## config.mk

```make
export PLATFORM = sky130hd
export DESIGN_NAME = mux_2_6_arbiter
export DESIGN_NICKNAME = d
export VERILOG_FILES = /design/src/rtl/mux_2_6_arbiter.sv
export SDC_FILE = /design/constraint.sdc
export NUM_CORES = 1
export LEC_CHECK = 0
export CAP_MARGIN = 5
export CORE_AREA = 4 4 41 43
export DETAILED_ROUTE_END_ITERATION = 8
export DIE_AREA = 0 0 45 47
export DONT_BUFFER_PORTS = 1
export PLACE_DENSITY = 0.65
export SETUP_SLACK_MARGIN = 0.15
export SKIP_LAST_GASP = 1
export SLEW_MARGIN = 30
export SYNTH_ARGS = -nofsm -noshare
export SYNTH_HDL_FRONTEND = slang
export SYNTH_SLANG_ARGS = --single-unit
```

## constraint.sdc

```tcl
create_clock -name CC_ARB_CLOCK_50 -period 1.7 [get_ports CC_ARB_CLOCK_50]
set_input_delay 0.085 -clock CC_ARB_CLOCK_50 [delete_from_list [all_inputs] [get_ports CC_ARB_CLOCK_50]]
set_output_delay 0.085 -clock CC_ARB_CLOCK_50 [all_outputs]
set_load 0.005 [all_outputs]
```

## src/rtl/mux_2_6_arbiter.sv

```systemverilog
// Round-robin arbiter that drives the select of a 2:1 6-bit bus mux, with a hold counter bounding tenure.
// Optional MUX_ARB_LOCK_EN adds CC_ARB_lock_In, which suppresses forced handover while asserted.
module mux_2_6_arbiter #(
  parameter int DATAWIDTH_MUX_SELECTION = 1,
  parameter int HOLD_WIDTH              = 4,
  parameter int MAX_HOLD                = 8
) (
  input  logic                               CC_ARB_CLOCK_50,
  input  logic                               CC_ARB_RESET_InHigh,
  input  logic                               CC_ARB_request0_In,
  input  logic                               CC_ARB_request1_In,
`ifdef MUX_ARB_LOCK_EN
  input  logic                               CC_ARB_lock_In,
`endif
  output logic                               CC_ARB_grant0_Out,
  output logic                               CC_ARB_grant1_Out,
  output logic [DATAWIDTH_MUX_SELECTION-1:0] CC_ARB_selection_OutBUS,
  output logic                               CC_ARB_busy_Out
);

  typedef enum logic [1:0] {IDLE = 2'd0, GNT0 = 2'd1, GNT1 = 2'd2} state_t;

  localparam logic [HOLD_WIDTH-1:0] HOLD_LAST = HOLD_WIDTH'(MAX_HOLD - 1);

  state_t                state, state_nxt;
  logic [HOLD_WIDTH-1:0] cnt, cnt_nxt;
  logic                  last, last_nxt;   // last-served requester; 1 lets requester 0 win the first tie
  logic                  lock;
  logic                  own, other;

`ifdef MUX_ARB_LOCK_EN
  assign lock = CC_ARB_lock_In;
`else
  assign lock = 1'b0;
`endif

  always_ff @(posedge CC_ARB_CLOCK_50) begin
    if (CC_ARB_RESET_InHigh) begin
      state <= IDLE;
      cnt   <= '0;
      last  <= 1'b1;
    end else begin
      state <= state_nxt;
      cnt   <= cnt_nxt;
      last  <= last_nxt;
    end
  end

  // Own/other requests relative to the current owner let both GNT states share one rule set.
  always_comb begin
    own   = (state == GNT1) ? CC_ARB_request1_In : CC_ARB_request0_In;
    other = (state == GNT1) ? CC_ARB_request0_In : CC_ARB_request1_In;
  end

  always_comb begin
    state_nxt = state;
    cnt_nxt   = cnt;
    last_nxt  = last;
    case (state)
      IDLE: begin
        if (CC_ARB_request0_In && (!CC_ARB_request1_In || last)) begin
          state_nxt = GNT0;
          cnt_nxt   = '0;
          last_nxt  = 1'b0;
        end else if (CC_ARB_request1_In) begin
          state_nxt = GNT1;
          cnt_nxt   = '0;
          last_nxt  = 1'b1;
        end
      end
      GNT0, GNT1: begin
        if (!own && !other) begin
          state_nxt = IDLE;
          cnt_nxt   = '0;
        end else if (!own || (other && !lock && cnt == HOLD_LAST)) begin
          state_nxt = (state == GNT0) ? GNT1 : GNT0;
          cnt_nxt   = '0;
          last_nxt  = (state == GNT0);
        end else if (!lock && cnt != HOLD_LAST) begin
          cnt_nxt = cnt + 1'b1;
        end
      end
      default: begin
        state_nxt = IDLE;
        cnt_nxt   = '0;
      end
    endcase
  end

  always_comb begin
    CC_ARB_grant0_Out       = (state == GNT0);
    CC_ARB_grant1_Out       = (state == GNT1);
    CC_ARB_selection_OutBUS = DATAWIDTH_MUX_SELECTION'(state == GNT1);
    CC_ARB_busy_Out         = (state == GNT0) || (state == GNT1);
  end

endmodule

```

==> impl_metrics.py <==
metrics = {
    "run_status": {
        "status": "finished, violations left",
        "violations": "hold timing, setup timing",
    },
    "synthesis": {
        "synth.distinct_cells": 30,
        "synthTopCellsByArea": "dfxtp_1 25%, ha_1 11%, a21oi_1 8.0%",
        "synth-edff-count": 0,
        "synth-main-ff-cell": "dfxtp_1",
        "ys_seq_area_share_pct": 24.9,
        "yosys.area.top_type": "dfxtp_1",
        "avgSynthCellArea_um2": 7.91,
        "synthDominantCellAreaShare_pct": 24.9,
        "synth_cells": 71,
        "synthesis.nets": 80,
        "synth-seq-cells": 7,
        "synth_async_sr_flop_share_pct": 0,
        "yosysWarnings": 0,
        "syn_area_um2": 562,
    },
    "critical_path": {
        "crit_type": "flip-flop to flip-flop",
        "crit_fanout": 7,
        "r2r-start": "state[0]$_SDFFE_PP0P_",
        "required_ps": 1870,
        "reg2reg_to": "state[1]$_SDFFE_PP0P_",
        "endpoint_kind": "flip-flop",
        "critPathCapture": "state[1]$_SDFFE_PP0P_",
        "worst-r2r-setup-slack_ps": -40,
        "critPathLaunchType": "flip-flop",
        "cp-startpoint": "state[0]$_SDFFE_PP0P_",
        "reg2regPathDepth": 6,
        "cp_data_arrival_time_ps": 1910,
    },
    "pwr": {
        "vdd_drop_max_v": 0.000698,
        "p_leak_uw": 0.000298,
        "powerDensity_nw_per_um2": 1860,
    },
    "timing": {
        "fin_crit_sh_pct": 102,
        "slew_headroom_pct": 67.4,
        "skew_ps": 3.86,
        "finalSetupTns_ps": -60.1,
        "layout_setup_ws_ps": -39.4,
        "drv_slew": 0,
        "period_minus_slack_ps": 1740,
        "worst_hold_slack_ps": -107,
        "rsz0062_at_grt": "true",
        "max_freq_mhz": 575,
        "worst_slew_pin_slew_ps": 487,
        "setup_viol": 2,
        "hold_viol_final": 6,
    },
    "global_routing": {
        "grt_pass1_vias": 510,
        "antenna_found_initial": 0,
        "track_usage_pct": 13.9,
        "grt_first_pass_wirelength_um": 2150,
        "grt_max_degree": 12,
        "gr-total-overflow": 0,
    },
    "drt": {
        "drtAntennaViolNets": 0,
        "avgRoutedWirePerCell_um": 13.5,
        "remaining_drc_errors": 0,
        "num_vias": 539,
        "drt_pre_antenna_iters": 2,
        "wl_um": 1330,
        "drtIter0Drc": 7,
        "vias_per_cell": 5.44,
    },
    "layout": {
        "drive_gt1_share_pct": 44.0,
        "fin_nets": 94,
        "layout_common_cells": "11 x buf_4, 8 x a21oi_1, 6 x nand2_1, 6 x nor2_1, 5 x dfxtp_1",
        "diodes": 0,
        "final_common_cell": "buf_4",
        "syn2layout_area_growth_pct": 37.2,
        "final_util_pct": 59.2,
        "fill_cells": 124,
    },
    "die": {
        "die_y_um": 47,
        "die_w_um": 45,
        "die_area_um2": 2120,
        "start_util_pct": 43.2,
        "core.rowCount": 13,
        "core_area_um2": 1300,
        "pin_count": 8,
    },
    "flow_run": {
        "cap_viol_max_count": 0,
    },
    "clocking": {
        "clk_pin_slew_ps": 50,
        "htreeDepth": 1,
        "clock_sinks": 7,
        "tritoncts": "yes",
        "clkLatencyLatePin_ps": 250,
        "clock_path_buffers": 2,
        "cts_root_buf": "clkbuf_4",
        "cts_buffers": 3,
    },
    "placement": {
        "io_buffers": 0,
        "hpwl_um": 900,
        "gp_congestion": 0.815,
    },
    "hold_path": {
        "min_path_type": "input port to flip-flop",
        "worstHoldPathCells": 1,
    },
}
## cells in the mapped netlist, drive strengths merged, types with 2 or more instances
master,n
nand3,3
inv,5
mux2i,2
buf,3
a31oi,2
a311oi,2
nand2,6
a21oi,9
ha,5
nor3,3
dfxtp,7
o21ai,5
nor2,6
## report_power, final
| part | internal, uW | switching [uW] | leakage, uW |
|---|---|---|---|
| Combinational | 536 | 503 | 0.000225 |
| Sequential | 210 | 39.3 | 0.0000578 |
| Clock | 89.4 | 59.1 | 0.0000150 |
| Total | 836 | 601 | 0.000298 |
## metal layers
metal	GRT usage (%)	vias up	wire length [um]
met1	16.9	250	608
met3	2.30	0	66
met5	0	-	0
met2	23.7	8	658
met4	7.02	0	0
li1	-	281	-
## layout make-up
class                   instances  area (um2)  area share (%)
multi-input cells              55         457            59.3
flip-flops and latches          7         143            18.5
repair buffers                 13         105            13.6
clock buffers                   4        26.3            3.41
inverters                       5        21.3            2.76
well taps                      15        18.8            2.44
## logic make-up after synthesis
kind of cell / Yosys count / synth area share, %
AO/OA/AOI/OAI: 22 / 27.6
adder cells (fa/ha/maj): 5 / 11.1
buffers and inverters: 9 / 8.68
flip-flops: 7 / 24.9
multiplexers: 2 / 3.56
AND/OR/NAND/NOR: 26 / 24.1
## timing repair
| item | in CTS | in global routing |
|---|---|---|
| gates cloned | 0 | 0 |
| pin swaps | 9 | 2 |
| endpoints found under the hold margin | 6 | 6 |
| setup buffers | 7 | 0 |
| resized for setup | 7 | 8 |
| endpoints found under the setup margin | 6 | 7 |
## state kept, by name, indices dropped and copies added (netlist names)
name,cells
last,1
state,2
cnt,4
## metrics by stage
step	power (uW)	cells	cell area [um2]	worst slack [ps]	hold slack (ps)
3_5_place_dp	1040	88	636	-7.16	153
4_1_cts	1390	99	742	-26.7	-112
3_3_place_gp	1030	88	636	9.54	151
6_report	1440	99	771	-39.4	-107
5_1_grt	1560	99	771	-91.4	-116
2_1_floorplan	857	71	602	125	375
## critical path, cell delays in order, from the launching register on
cell and delay, ps:
dfxtp_2 330, inv_2 80, ha_4 200, mux2i_4 270, a311oi_4 90, or4_4 560, a21oi_2 130
## worst min path at each step
| stage | start | end | slack (ps) |
|---|---|---|---|
| after floorplan | CC_ARB_RESET_InHigh | cnt[1]$_SDFFE_PP0P_ | 380 |
| after global placement | CC_ARB_RESET_InHigh | state[0]$_SDFFE_PP0P_ | 150 |
| after detailed placement | CC_ARB_RESET_InHigh | state[0]$_SDFFE_PP0P_ | 150 |
| after CTS | CC_ARB_RESET_InHigh | state[0]$_SDFFE_PP0P_ | -110 |
| after global routing | CC_ARB_RESET_InHigh | state[1]$_SDFFE_PP0P_ | -120 |
| final | CC_ARB_RESET_InHigh | state[1]$_SDFFE_PP0P_ | -110 |
Note: power is estimated with default switching activity, not from simulation.
